## src/rtl/nibble_mul_pkg.sv

```systemverilog
// rtl/nibble_mul_pkg.sv - shared widths and FSM encoding for the nibble-serial multiplier
package nibble_mul_pkg;

  localparam int A_W     = 16;
  localparam int NIB_W   = 4;
  localparam int NUM_NIB = 4;
  localparam int B_W     = NIB_W * NUM_NIB;
  localparam int P_W     = A_W + B_W;
  localparam int PP_W    = A_W + NIB_W;
  localparam int CNT_W   = $clog2(NUM_NIB);

  typedef enum logic [1:0] {
    IDLE = 2'd0,
    RUN  = 2'd1,
    DONE = 2'd2
  } state_t;

endpackage

```

## src/rtl/pp16x4.sv

```systemverilog
// rtl/pp16x4.sv - combinational 16x4 unsigned partial product, 20-bit result
module pp16x4
  import nibble_mul_pkg::*;
(
  input  logic [A_W-1:0]   a,
  input  logic [NIB_W-1:0] nib,
  output logic [PP_W-1:0]  pp
);

  assign pp = PP_W'(a) * PP_W'(nib);

endmodule

```

## src/rtl/nibble_mul_seq.sv

```systemverilog
// rtl/nibble_mul_seq.sv - 16x16 multiply sequenced over one 16x4 unit, LS nibble first
// APPROX_LSN_SKIP_EN: approximate mode, lowest multiplier nibble treated as zero
module nibble_mul_seq
  import nibble_mul_pkg::*;
(
  input  logic           clk,
  input  logic           rst,
  input  logic           in_valid,
  output logic           in_ready,
  input  logic [A_W-1:0] a,
  input  logic [B_W-1:0] b,
  output logic           out_valid,
  input  logic           out_ready,
  output logic [P_W-1:0] p,
  output logic           busy
);

  state_t             state_q, state_d;
  logic [A_W-1:0]     a_reg_q, a_reg_d;
  logic [B_W-1:0]     b_sh_q, b_sh_d;
  logic [CNT_W-1:0]   cnt_q, cnt_d;
  logic [P_W-1:0]     acc_q, acc_d;
  logic [P_W-1:0]     p_q, p_d;
  logic               out_valid_q, out_valid_d;
  logic [PP_W-1:0]    pp;
  logic [P_W-1:0]     acc_next;
  logic               last_nib;

  pp16x4 u_pp (
    .a   (a_reg_q),
    .nib (b_sh_q[NIB_W-1:0]),
    .pp  (pp)
  );

  assign acc_next = acc_q + (P_W'(pp) << (NIB_W * int'(cnt_q)));
  // Stop early once every nibble still waiting in b_sh is zero.
  assign last_nib = (cnt_q == CNT_W'(NUM_NIB - 1)) || ((b_sh_q >> NIB_W) == '0);

  always_comb begin
    state_d     = state_q;
    a_reg_d     = a_reg_q;
    b_sh_d      = b_sh_q;
    cnt_d       = cnt_q;
    acc_d       = acc_q;
    p_d         = p_q;
    out_valid_d = out_valid_q;
    case (state_q)
      IDLE: begin
        if (in_valid && in_ready) begin
          a_reg_d = a;
          acc_d   = '0;
`ifdef APPROX_LSN_SKIP_EN
          b_sh_d  = b >> NIB_W;
          cnt_d   = CNT_W'(1);
`else
          b_sh_d  = b;
          cnt_d   = '0;
`endif
          state_d = RUN;
        end
      end
      RUN: begin
        acc_d  = acc_next;
        b_sh_d = b_sh_q >> NIB_W;
        cnt_d  = cnt_q + CNT_W'(1);
        if (last_nib) begin
          p_d         = acc_next;
          out_valid_d = 1'b1;
          state_d     = DONE;
        end
      end
      DONE: begin
        if (out_ready) begin
          out_valid_d = 1'b0;
          state_d     = IDLE;
        end
      end
      default: state_d = IDLE;
    endcase
  end

  always_ff @(posedge clk) begin
    if (rst) begin
      state_q     <= IDLE;
      a_reg_q     <= '0;
      b_sh_q      <= '0;
      cnt_q       <= '0;
      acc_q       <= '0;
      p_q         <= '0;
      out_valid_q <= 1'b0;
    end else begin
      state_q     <= state_d;
      a_reg_q     <= a_reg_d;
      b_sh_q      <= b_sh_d;
      cnt_q       <= cnt_d;
      acc_q       <= acc_d;
      p_q         <= p_d;
      out_valid_q <= out_valid_d;
    end
  end

  assign in_ready  = (state_q == IDLE) && !rst;
  assign out_valid = out_valid_q;
  assign p         = p_q;
  assign busy      = (state_q == RUN) || (state_q == DONE);

endmodule

```

## config.mk

```make
export PLATFORM = sky130hd
export DESIGN_NAME = nibble_mul_seq
export DESIGN_NICKNAME = d
export VERILOG_FILES = /design/src/rtl/nibble_mul_pkg.sv /design/src/rtl/pp16x4.sv /design/src/rtl/nibble_mul_seq.sv
export SDC_FILE = /design/constraint.sdc
export NUM_CORES = 1
export LEC_CHECK = 0
export BUFFER_PORTS_ARGS = -buffer_cell sky130_fd_sc_hd__buf_2
export CAP_MARGIN = 0
export CORE_MARGIN = 5
export CORE_UTILIZATION = 66
export DETAILED_ROUTE_END_ITERATION = 7
export PLACE_DENSITY = 0.87
export SLEW_MARGIN = 20
export SYNTH_ARGS = -nofsm -noshare
export SYNTH_HDL_FRONTEND = slang
export SYNTH_SLANG_ARGS = --single-unit
```

## constraint.sdc

```tcl
create_clock -name clk -period 16.7 [get_ports clk]
set_input_delay 2.505 -clock clk [delete_from_list [all_inputs] [get_ports clk]]
set_output_delay 2.505 -clock clk [all_outputs]
set_load 0.02 [all_outputs]
```

==> impl_metrics.py <==
metrics = {
    "grt": {
        "grt_max_degree": 74,
        "overflow": 0,
        "first_global_vias": 6587,
        "grt_pass1_wl_mm": 31.5,
        "grt_use_total": 0.268,
        "antenna_found_initial": 0,
    },
    "yosys": {
        "synth_xor_area_frac": 0.0487,
        "synth-edff-count": 0,
        "synth_area_um2": 7740,
        "synth_warnings": 0,
        "ys.flop_type": "dfxtp_1",
        "postSynth.asyncResetShare": 0,
        "yosysSeqAreaShare": 0.261,
        "ys_types": 60,
        "synthMuxAreaShare": 0.0419,
        "ys_seq_elements": 101,
        "syn_nets": 1096,
        "avgSynthCellArea_um2": 7.98,
        "synth-simple-area-share": 0.211,
        "syn_inst": 970,
        "synth_compound_area_frac": 0.206,
        "synth_top_family_by_area": "simple AND/OR/NAND/NOR gates",
        "synthAdderAreaFrac": 0.174,
    },
    "sta": {
        "slew-limit-headroom": 0.356,
        "fmax_mhz": 154,
        "rsz0062_at_grt": "no",
        "post-route-min-period_ns": 6.48,
        "finalCritPeriodShare": 0.388,
        "layout_setup_ws_ns": 10.22,
        "setup_tns_ns": 0,
        "hold_violations": 0,
        "fin_worst_skew_ns": 0.00884,
        "maxSlewViolCount": 0,
        "finalSetupViolCount": 0,
        "tightest_slew_ns": 0.966,
    },
    "floorplanning": {
        "die-area_um2": 14000,
        "start_util": 0.675,
        "die_x_um": 118,
        "core_um2": 11500,
        "io-pin-count": 71,
        "rows": 39,
        "dieHeight_um": 118,
    },
    "routing": {
        "vias": 7029,
        "viasPerCell": 6.08,
        "top_layer": "met4",
        "wl_met1_mm": 8.09,
        "drt_first_pass_iters": 5,
        "wire_per_inst_um": 16.3,
        "met3_length_mm": 1.23,
        "wirelength_mm": 18.8,
        "wl_met2_mm": 9.04,
        "drc_errors": 0,
        "antenna_left": 0,
        "drtIter0Drc": 569,
    },
    "finish": {
        "drive_gt1_frac": 0.107,
        "utilization": 0.738,
        "area_growth_syn_to_layout_pct": 9.33,
        "multi_input_area_um2": 5270,
        "seqCellArea_um2": 2020,
        "num_antenna_cells": 0,
        "fillCellCount": 857,
        "layout.nets": 1135,
    },
    "placed_design": {
        "place_congestion": 0.970,
        "io_buffers": 70,
        "post-place-ws_ns": 10.34,
        "dp_hpwl_mm": 13.6,
    },
    "clock_tree": {
        "cts_setup_buffers": 0,
        "cts_made_buffers": 9,
        "clk_pin_slew_ns": 0.07,
        "clockRootBuffer": "clkbuf_16",
        "cts_sinks": 101,
        "postCtsHoldBufs": 0,
        "cts_resized": 0,
        "clock_tree.buffer_depth": 2,
        "clk_latency_ns": 0.36,
        "tritoncts": "yes",
        "htree_levels": 3,
    },
    "setup_path": {
        "r2r-start": "b_sh_q[3]",
        "critical_path_class": "reg -> reg",
        "cp.arrival_ns": 6.69,
        "worstPathRequired_ns": 16.92,
        "end_kind": "flop",
        "crit_path_start": "b_sh_q[3]",
        "r2r_slack_ns": 10.22,
        "cp-start-kind": "flop",
        "cp_max_fo": 17,
        "r2r_cells": 24,
        "endpoint": "p[31]",
        "r2r_end": "p[31]",
    },
    "min_path": {
        "hold_class": "reg -> reg",
    },
    "pwr": {
        "finalPower_uw": 828,
        "power.density_nw_per_um2": 97.9,
        "peakVddDrop_v": 0.0000952,
        "cellLeakagePower_uw": 0.00409,
    },
    "flow_run": {
        "maxCapViolCount": 0,
    },
    "status": {
        "status": "finished, final reports clean",
    },
}
[report_power, final]
part / switching, uW / total, uW / internal [uW]
combinational: 182 / 288 / 106
clock: 94.8 / 242 / 147
sequential: 33.3 / 298 / 265
[area by class of cell]
type,instances,share of cell area
inverter,67,0.0297
clock inverter,5,0.0126
sequential,101,0.239
timing repair buffer,76,0.0467
tap,143,0.0212
multi-input combinational,754,0.623
clock buffer,11,0.0275
[worst max-delay path: stages (launching register included)]
cell and delay, ns:
dfxtp_1 0.61, nand2_1 0.18, fa_1 0.57, inv_1 0.06, fa_1 0.52, fa_1 0.48
a21o_1 0.20, a21oi_1 0.23, nor2b_1 0.12, o211ai_1 0.29, a21oi_1 0.15, o41ai_1 0.31
xnor2_1 0.22, mux2i_1 0.15, mux2i_1 0.19, ha_1 0.30, inv_1 0.13, nor2_1 0.07
a21oi_1 0.29, a31oi_4 0.18, a2111oi_2 0.52, o21ai_2 0.12, xor2_1 0.16, xnor2_1 0.21
a211oi_2 0.10
[synth_stat cells, types with 2 or more instances]
master    count  share of area
fa_1         29          0.075
and3_1        7         0.0057
o41ai_1       2         0.0023
a21o_1       22          0.021
clkbuf_1     38          0.018
a31oi_1       7         0.0057
clkinv_1      2        0.00097
buf_1         4         0.0019
o21ai_1      11         0.0071
xor2_1       16          0.018
o31ai_1       4         0.0039
inv_1        65          0.032
xnor2_1      27          0.031
nor4_1        4         0.0032
nand4_1       7         0.0057
nand2_1     129          0.063
o211ai_1      4         0.0039
nand2b_1      8         0.0065
nor2b_1       7         0.0057
nor2_1       89          0.043
a211oi_1     17          0.016
a22oi_1      19          0.018
a21oi_1      77          0.050
a211o_1       3         0.0034
buf_2         5         0.0032
dfxtp_1     101           0.26
a221o_1       2         0.0026
and2_1       57          0.046
o21ai_0      24          0.016
o21bai_1      4         0.0039
o21ai_2       2         0.0023
or3_1         4         0.0032
nand3_1      28          0.018
mux2_2        3         0.0044
a22o_1       12          0.014
ha_1         61          0.099
o21a_1        7         0.0068
a31o_1        2         0.0023
a211oi_2      3         0.0049
nor3_1        9         0.0058
mux2i_1      29          0.038
[per-stage QoR]
stage / hold WS, ns / instance area (um^2) / std cells
detailed placement: 0.443 / 8120 / 1141
CTS: 0.452 / 8460 / 1157
global placement: 0.439 / 8120 / 1141
global route: 0.472 / 8460 / 1157
floorplan: 0.430 / 7740 / 970
finish: 0.449 / 8460 / 1157
[logic make-up (layout without fill, tap and decap cells)]
family	Yosys count	after routing
AND/OR/NAND/NOR	353	353
flip-flops	101	101
AO/OA/AOI/OAI	236	236
buffers and inverters	115	159
multiplexers	32	32
XOR/XNOR	43	43
adder cells (fa/ha/maj)	90	90
[routing by layer]
metal / vias up / track usage
li1: 3418 / -
met1: 3317 / 0.355
met2: 252 / 0.438
met3: 42 / 0.0516
met4: 0 / 0.0961
met5: - / 0
[registers in the layout, summed over array words and instances, names as in the netlist]
signal     flops
acc_q         32
p             32
a_reg_q       16
b_sh_q        16
cnt_q          2
state_q        2
out_valid      1
[cells in the final DEF (no fill, tap or decap), drive strengths merged, types with 12 or more instances in the layout]
cell type | Yosys | routed
nand2 | 129 | 129
dfxtp | 101 | 101
nor2 | 89 | 89
a21oi | 78 | 78
buf | 10 | 76
inv | 65 | 66
ha | 61 | 61
and2 | 57 | 57
o21ai | 37 | 37
mux2i | 29 | 29
fa | 29 | 29
nand3 | 28 | 28
xnor2 | 27 | 27
a21o | 22 | 22
a211oi | 20 | 20
a22oi | 19 | 19
xor2 | 16 | 16
a22o | 12 | 12
[worst min-delay path by stage]
stage	cells past startpoint	to	from
after global placement	2	p[5]	p[5]
after global routing	2	p[13]	p[13]
after detailed placement	2	p[3]	p[3]
final	2	p[8]	p[8]
after CTS	2	p[3]	p[3]
after floorplan	2	acc_q[24]	acc_q[24]
(Power assumes the default switching activity.)
